[src/rtl/shift_arbiter_pkg.sv]
// Shared types and constants for the shift arbiter and its shifter datapath.
// No logic; no latency; no backpressure.
package shift_arbiter_pkg;

    localparam int DATA_W   = 8;
    localparam int AMT_W    = 4;
    localparam int MAX_STEP = 7;

    typedef enum logic [1:0] {
        IDLE,
        SHIFT,
        RESP
    } state_t;

endpackage

[src/rtl/shift_arbiter_shifter.sv]
// Single-pass 8-bit barrel shifter, left / logical right / arithmetic right by 0..7.
// Purely combinational; no backpressure.
module shifter
    import shift_arbiter_pkg::*;
(
    input  logic [DATA_W-1:0] din,
    input  logic [2:0]        by,
    input  logic              lr,
    input  logic              arith,
    output logic [DATA_W-1:0] dout
);

    logic [DATA_W-1:0] shl;
    logic [DATA_W-1:0] shr;
    logic [DATA_W-1:0] sra;

    assign shl  = din << by;
    assign shr  = din >> by;
    assign sra  = $unsigned($signed(din) >>> by);
    assign dout = lr ? shl : (arith ? sra : shr);

endmodule

[src/rtl/shift_arbiter.sv]
// Round-robin arbiter sharing one shifter; long shifts run as passes of at most 7.
// Response 2..4 cycles after accept; req_ready low while busy, responses never stall.
module shift_arbiter
    import shift_arbiter_pkg::*;
#(
    parameter int NREQ = 2
) (
    input  logic                   clk,
    input  logic                   reset,
    input  logic [NREQ-1:0]        req_valid,
    output logic [NREQ-1:0]        req_ready,
    input  logic [DATA_W*NREQ-1:0] req_data,
    input  logic [AMT_W*NREQ-1:0]  req_amt,
    input  logic [NREQ-1:0]        req_lr,
    input  logic [NREQ-1:0]        req_arith,
    output logic [NREQ-1:0]        resp_valid,
    output logic [DATA_W-1:0]      resp_data,
    output logic                   busy
);

    localparam int PTR_W = (NREQ > 2) ? 2 : 1;

    state_t            state;
    state_t            state_nxt;
    logic [PTR_W-1:0]  ptr;
    logic [PTR_W-1:0]  g;
    logic [PTR_W-1:0]  grant_idx;
    logic [PTR_W-1:0]  cand;
    logic              found;
    logic [DATA_W-1:0] acc;
    logic [DATA_W-1:0] sel_data;
    logic [DATA_W-1:0] shift_out;
    logic [AMT_W-1:0]  rem;
    logic [AMT_W-1:0]  rem_nxt;
    logic [AMT_W-1:0]  sel_amt;
    logic [2:0]        step;
    logic              lr;
    logic              arith;
    logic              sel_lr;
    logic              sel_arith;

    // Search from ptr upward, wrapping, for the first valid requester.
    always_comb begin
        grant_idx = ptr;
        found     = 1'b0;
        cand      = ptr;
        for (int i = 0; i < NREQ; i++) begin
            cand = PTR_W'((int'(ptr) + i) % NREQ);
            if (!found && req_valid[cand]) begin
                found     = 1'b1;
                grant_idx = cand;
            end
        end
        sel_data  = req_data[DATA_W-1:0];
        sel_amt   = req_amt[AMT_W-1:0];
        sel_lr    = req_lr[0];
        sel_arith = req_arith[0];
        for (int j = 0; j < NREQ; j++) begin
            if (PTR_W'(j) == grant_idx) begin
                sel_data  = req_data[j*DATA_W +: DATA_W];
                sel_amt   = req_amt[j*AMT_W +: AMT_W];
                sel_lr    = req_lr[j];
                sel_arith = req_arith[j];
            end
        end
    end

    assign step    = (rem > AMT_W'(MAX_STEP)) ? 3'(MAX_STEP) : rem[2:0];
    assign rem_nxt = rem - AMT_W'(step);

    shifter u_shifter (
        .din   (acc),
        .by    (step),
        .lr    (lr),
        .arith (arith),
        .dout  (shift_out)
    );

    always_ff @(posedge clk or posedge reset) begin
        if (reset) begin
            state <= IDLE;
        end else begin
            state <= state_nxt;
        end
    end

    always_comb begin
        state_nxt  = state;
        req_ready  = '0;
        resp_valid = '0;
        resp_data  = '0;
        busy       = (state != IDLE);
        case (state)
            IDLE: begin
                // Gated by reset so every output reads 0 while reset is held.
                if (found && !reset) begin
                    req_ready[grant_idx] = 1'b1;
                end
                if (found) begin
                    state_nxt = SHIFT;
                end
            end
            SHIFT: begin
                if (rem_nxt == '0) begin
                    state_nxt = RESP;
                end
            end
            RESP: begin
                resp_valid[g] = 1'b1;
                resp_data     = acc;
                state_nxt     = IDLE;
            end
            default: state_nxt = IDLE;
        endcase
    end

    always_ff @(posedge clk or posedge reset) begin
        if (reset) begin
            ptr   <= '0;
            g     <= '0;
            acc   <= '0;
            rem   <= '0;
            lr    <= 1'b0;
            arith <= 1'b0;
        end else begin
            case (state)
                IDLE: begin
                    if (found) begin
                        acc   <= sel_data;
                        rem   <= sel_amt;
                        lr    <= sel_lr;
                        arith <= sel_arith;
                        g     <= grant_idx;
                        ptr   <= PTR_W'((int'(grant_idx) + 1) % NREQ);
                    end
                end
                SHIFT: begin
                    acc <= shift_out;
                    rem <= rem_nxt;
                end
                default: ;
            endcase
        end
    end

endmodule
[config.mk]
export PLATFORM = sky130hd
export DESIGN_NAME = shift_arbiter
export DESIGN_NICKNAME = d
export VERILOG_FILES = /design/src/rtl/shift_arbiter_pkg.sv /design/src/rtl/shift_arbiter_shifter.sv /design/src/rtl/shift_arbiter.sv
export SDC_FILE = /design/constraint.sdc
export NUM_CORES = 1
export LEC_CHECK = 0
export CAP_MARGIN = 15
export CORE_MARGIN = 1.5
export CORE_UTILIZATION = 54
export CTS_BUF_LIST = sky130_fd_sc_hd__clkbuf_4 sky130_fd_sc_hd__clkbuf_8 sky130_fd_sc_hd__clkbuf_16
export CTS_CLUSTER_DIAMETER = 100
export DETAILED_ROUTE_END_ITERATION = 10
export HOLD_SLACK_MARGIN = 0.1
export PLACE_DENSITY = 0.86
export SYNTH_ARGS = -nofsm -noshare
export SYNTH_HDL_FRONTEND = slang
export SYNTH_SLANG_ARGS = --single-unit
[constraint.sdc]
create_clock -name clk -period 4.3 [get_ports clk]
set_input_delay 1.29 -clock clk [delete_from_list [all_inputs] [get_ports clk]]
set_output_delay 1.29 -clock clk [all_outputs]
set_load 0.02 [all_outputs]
==> After elaboration in Yosys (flattened, before gate mapping) <==
Cells that the tools add are included.
{ "word_totals": {"regBits": 18, "inputBits": 32, "output_inout_bits": 13, "wordCells": 66} }
{ "classes": {"addsub": 3, "n_lt_le_gt_ge": 7, "n_eq_ne": 4, "shifts": 3, "mux": 29, "reduce_logical": 13} }
{ "op_table": {"columns": ["cell", "n"], "rows": [
  ["two-way mux 8 bit", 5],
  ["case mux 8 bit (2 select lines)", 1],
  ["two-way mux 1 bit", 11],
  ["two-way mux 2 bit", 5],
  ["< comparator 1 x 2 -> 1 bit (second input constant)", 4],
  ["two-way mux 4 bit", 2],
  ["case mux 4 bit (2 select lines)", 1],
  ["left shift 8 x 3 -> 8 bit", 1],
  ["right shift 8 x 3 -> 8 bit", 1],
  [">>> shifter 8 x 3 -> 8 bit", 1],
  ["AND reduction 2 bit", 3],
  ["> comparator 4 x 3 -> 1 bit (second input constant)", 1],
  ["logical AND 1 bit", 4],
  ["zero test 4 bit", 1],
  ["!= test 2 bit (second input constant)", 2],
  ["case mux 2 bit (2 select lines)", 1],
  ["nonzero test 2 bit", 2],
  ["subtractor 4 x 3 -> 4 bit", 1],
  ["two-way mux 3 bit", 1],
  ["adder 1 bit (second input constant)", 2],
  ["demux 1 bit (select 1 bit)", 2],
  ["== test 2 x 1 -> 1 bit (second input constant)", 1],
  ["== test 2 bit (second input constant)", 1],
  ["greater-or-equal comparator 1 bit (second input constant)", 2],
  ["2 further kinds", 3]
]} }

==> Logic depth before layout (Yosys ltp) <==
{ "depth": {"word_depth": 12, "mapped_depth": 9, "depth_no_buf": 7} }

==> Cells and area by module <==
From an unflattened synthesis, not the netlist that was laid out.
{ "unflattened": {"hier_cells": 243, "hier_area_um2": 1956.9} }
{ "by_module_without_submodules": {"columns": ["mod", "n_inst", "cells_each", "area_per_inst_um2", "seq_area_each_um2"], "rows": [
  ["shift_arbiter", 1, 166, 1412.6, 450.4],
  ["shifter", 1, 77, 544.3, 0.0]
]} }

==> Least setup slack after synthesis <==
Ideal clock, no wire load.
{ "synth_path": {"path_kind": "input port to output port", "from": "input port req_valid[1]", "to": "output port req_ready[1]", "arrival_ns": 2.236, "t_required_ns": 3.010, "slack_ns": 0.774, "stages": 4, "n_path_buf": 1, "cell_sequence": "buf_2 -> a21bo_2 -> nand2_2 -> nor3_1"} }
{ "synth_via": {"elab_chain_len": 12, "elab_cells_between_ends": 17, "cone_classes": "order compare (2); mux (11); reduce/logical (4)"} }
{ "synth_rtl": {"columns": ["element", "line_no", "source"], "rows": [
  ["start, declared", "shift_arbiter.sv:10", "input logic [NREQ-1:0] req_valid,"],
  ["two-way mux 1 bit (not written as such) (2 in series)", "shift_arbiter.sv:49", "if (!found && req_valid[cand]) begin"],
  ["two-way mux 1 bit", "shift_arbiter.sv:49", null],
  ["zero test 1 bit", "shift_arbiter.sv:49", null],
  ["logical AND 1 bit", "shift_arbiter.sv:49", null],
  ["two-way mux 1 bit", "shift_arbiter.sv:49", null],
  ["< comparator 1 x 2 -> 1 bit (not written as such) or greater-or-equal comparator 1 bit (tied branches)", "shift_arbiter.sv:97", "req_ready[grant_idx] = 1'b1;"],
  ["logical AND 1 bit (not written as such)", "shift_arbiter.sv:97", null],
  ["two-way mux 1 bit (not written as such)", "shift_arbiter.sv:97", null],
  ["demux 1 bit (select 1 bit)", "shift_arbiter.sv:97", null],
  ["two-way mux 2 bit (*)", "shift_arbiter.sv:96", "if (found && !reset) begin"],
  ["two-way mux 2 bit (*)", "shift_arbiter.sv:93", "case (state)"],
  ["end, declared", "shift_arbiter.sv:11", "output logic [NREQ-1:0] req_ready,"]
]} }
Every way passes the cells marked *; elsewhere a longest branch is shown, timed or not. The select of a mux whose other input is x is not followed.

==> Final worst setup path <==
Same ends and word-level chain as after synthesis.

==> impl_metrics.ini <==
[placement]
portBuffers = 44
dp_slack_ns = 0.0273
place_area_um2 = 2310
dp_cells = 319
gp_congestion = 0.946
dp_hpwl_mm = 4.03

[floorplanning]
num_rows = 21
initial_core_util = 0.560
die_area_um2 = 3790
ios = 45
die_y_um = 61.6
die_x_um = 61.6
coreArea_um2 = 3310

[clocking]
cts_buffers = 3
clkLatencyLatePin_ns = 0.31
root_buffer = clkbuf_4
path_clk_slew_ns = 0.11
cts.path.max_buffers = 2
hold_buffers = 0
cts_resized = 0
numClockSinks = 18
postCtsSetupBuffers = 0
htree_levels = 1
cts_tree = done

[finish]
antenna_cells = 0
seqCellArea_um2 = 450
area_growth_pct = 26.9
fill_cells = 301
final_nets = 311
layout_common_cells = clkdlybuf4s50_1, nor2_1, nand2_1
drive_gt1_frac = 0.0830
layoutNonFillerInstCount = 323
mostFrequentLayoutCell = clkdlybuf4s50_1
design_area_um2 = 2350
multi_input_area_um2 = 1280
fin_util = 0.711

[global_route]
grt_usage = 0.317
grt_max_degree = 37
grt_pass1_wl_mm = 9.07
grt_antenna_before_repair = 0
first_global_vias = 1987
grt_overflow = 0

[synthesis]
ys.flop_type = dfrtp_1
synthTopCellsByArea = dfrtp_1, mux2i_1, nor2_1
syn-num-nets = 273
synth_edf_count = 0
async_flop_share = 1.00
yosysSeqAreaShare = 0.243
yosys_warnings = 0
synth_seq_cells = 18
avgSynthCellArea_um2 = 7.73
synth_area_leader_cell = dfrtp_1
syn_area_um2 = 1850
synthCells = 240
ys_types = 61
synth_top_area_share = 0.243

[routing]
via_count = 2139
viasPerCell = 6.62
routed_wl_mm = 5.47
dr.first_iter.drc_count = 255
drtPass1Iterations = 5
wire_per_inst_um = 16.9
drtAntennaViolNets = 0
route.detailed.drc = 0

[sta]
rsz0062_at_grt = false
period_share = 0.920
min_period_ns = 3.96
skew_ns = 0.00202
fmax_mhz = 253
tns_ns = 0
slew_headroom = 0.259
slew_violations = 0
setup_ws_ns = 0.343
setup_viol = 0
final_hold_viol_count = 0
worst_pin_slew_ns = 1.11

[min_path]
min-delay-path-class = reg -> reg
timing.hold.worst.start = g

[critical_path]
worstSetupStartpointType = input port
crit_chain = clkdlybuf4s50_1, or2_2, nand2_1, nor3_1, dlymetal6s2s_1
crit_arrival_ns = 2.67
cp-startpoint = req_valid[1]
slowest_delay_ns = 0.59
cp_max_fo = 7
path_buf_inv = 2
crit_type = in -> out
critPathSlowestCell = clkdlybuf4s50_1
crit_path_end_kind = output port
critPathRequiredTime_ns = 3.01
r2r_start = rem[0]
crit_family = buffers and inverters

[job]
maxCapViolations = 0

[power]
power_density_nw_per_um2 = 732
peakVddDrop_v = 0.000419
leakagePower_uw = 0.000980

[outcome]
status = complete, no violations
cells in the mapped netlist, drive strengths merged (6+ instances only):
library cell	n
nor4	6
nand3	9
buf	14
inv	11
mux2i	10
a31oi	6
a211oi	6
o21ai	7
a21oi	11
and2	9
nor2	23
nand2	21
dfrtp	18
cell type report:
cell class	instances	share of cell area
inverter	11	0.0176
tap	46	0.0245
timing repair buffer	50	0.209
multi-input combinational	194	0.543
sequential	18	0.191
clock buffer	4	0.0154
metal layers:
metal / wire length, um / up-vias / track usage
met1: 2230 / 994 / 0.432
met4: 62 / 0 / 0.0942
met5: 0 / - / 0
met3: 533 / 16 / 0.0483
li1: - / 985 / -
met2: 2650 / 144 / 0.517
logic make-up after synthesis:
kind of cell / Yosys count / synth area share
adders and majority gates: 1 / 0.00675
muxes: 13 / 0.0722
AOI/OAI and AO/OA: 80 / 0.323
buffers and inverters: 28 / 0.0708
DFF: 18 / 0.243
and+or+nand+nor: 100 / 0.284
metrics by stage:
step / total power (uW) / hold slack, ns
3_3_place_gp: 1560 / 0.477
5_1_grt: 1850 / 0.555
2_1_floorplan: 1290 / 0.464
6_report: 1720 / 0.507
3_5_place_dp: 1570 / 0.489
4_1_cts: 1690 / 0.515
worst register-to-register path: cells and delay by family, from the launching register on:
kind / cells / cell delay, ns
DFF: 1 / 1.10
AOI/OAI and AO/OA: 4 / 1.18
state kept, by name, summed over array words and instances (netlist names):
name / cells
acc: 8
rem: 4
state: 2
arith: 1
g: 1
lr: 1
ptr: 1
path summary, 6_finish.rpt:
check | to | slack [ns] | depth (start not counted)
setup reg to reg | acc[7] | 1.93 | 4
hold / removal | g | 0.51 | 2
max in group asynchronous | acc[1] | 2.37 | 2
setup / recovery | req_ready[1] | 0.34 | 5
hold reg to reg | g | 0.51 | 2
min in group asynchronous | lr | 1.47 | 2
power by group:
part / switching [uW] / internal [uW]
clock: 60.6 / 51.8
combinational: 560 / 510
sequential: 286 / 254
Power figures use the tool's default switching activity.
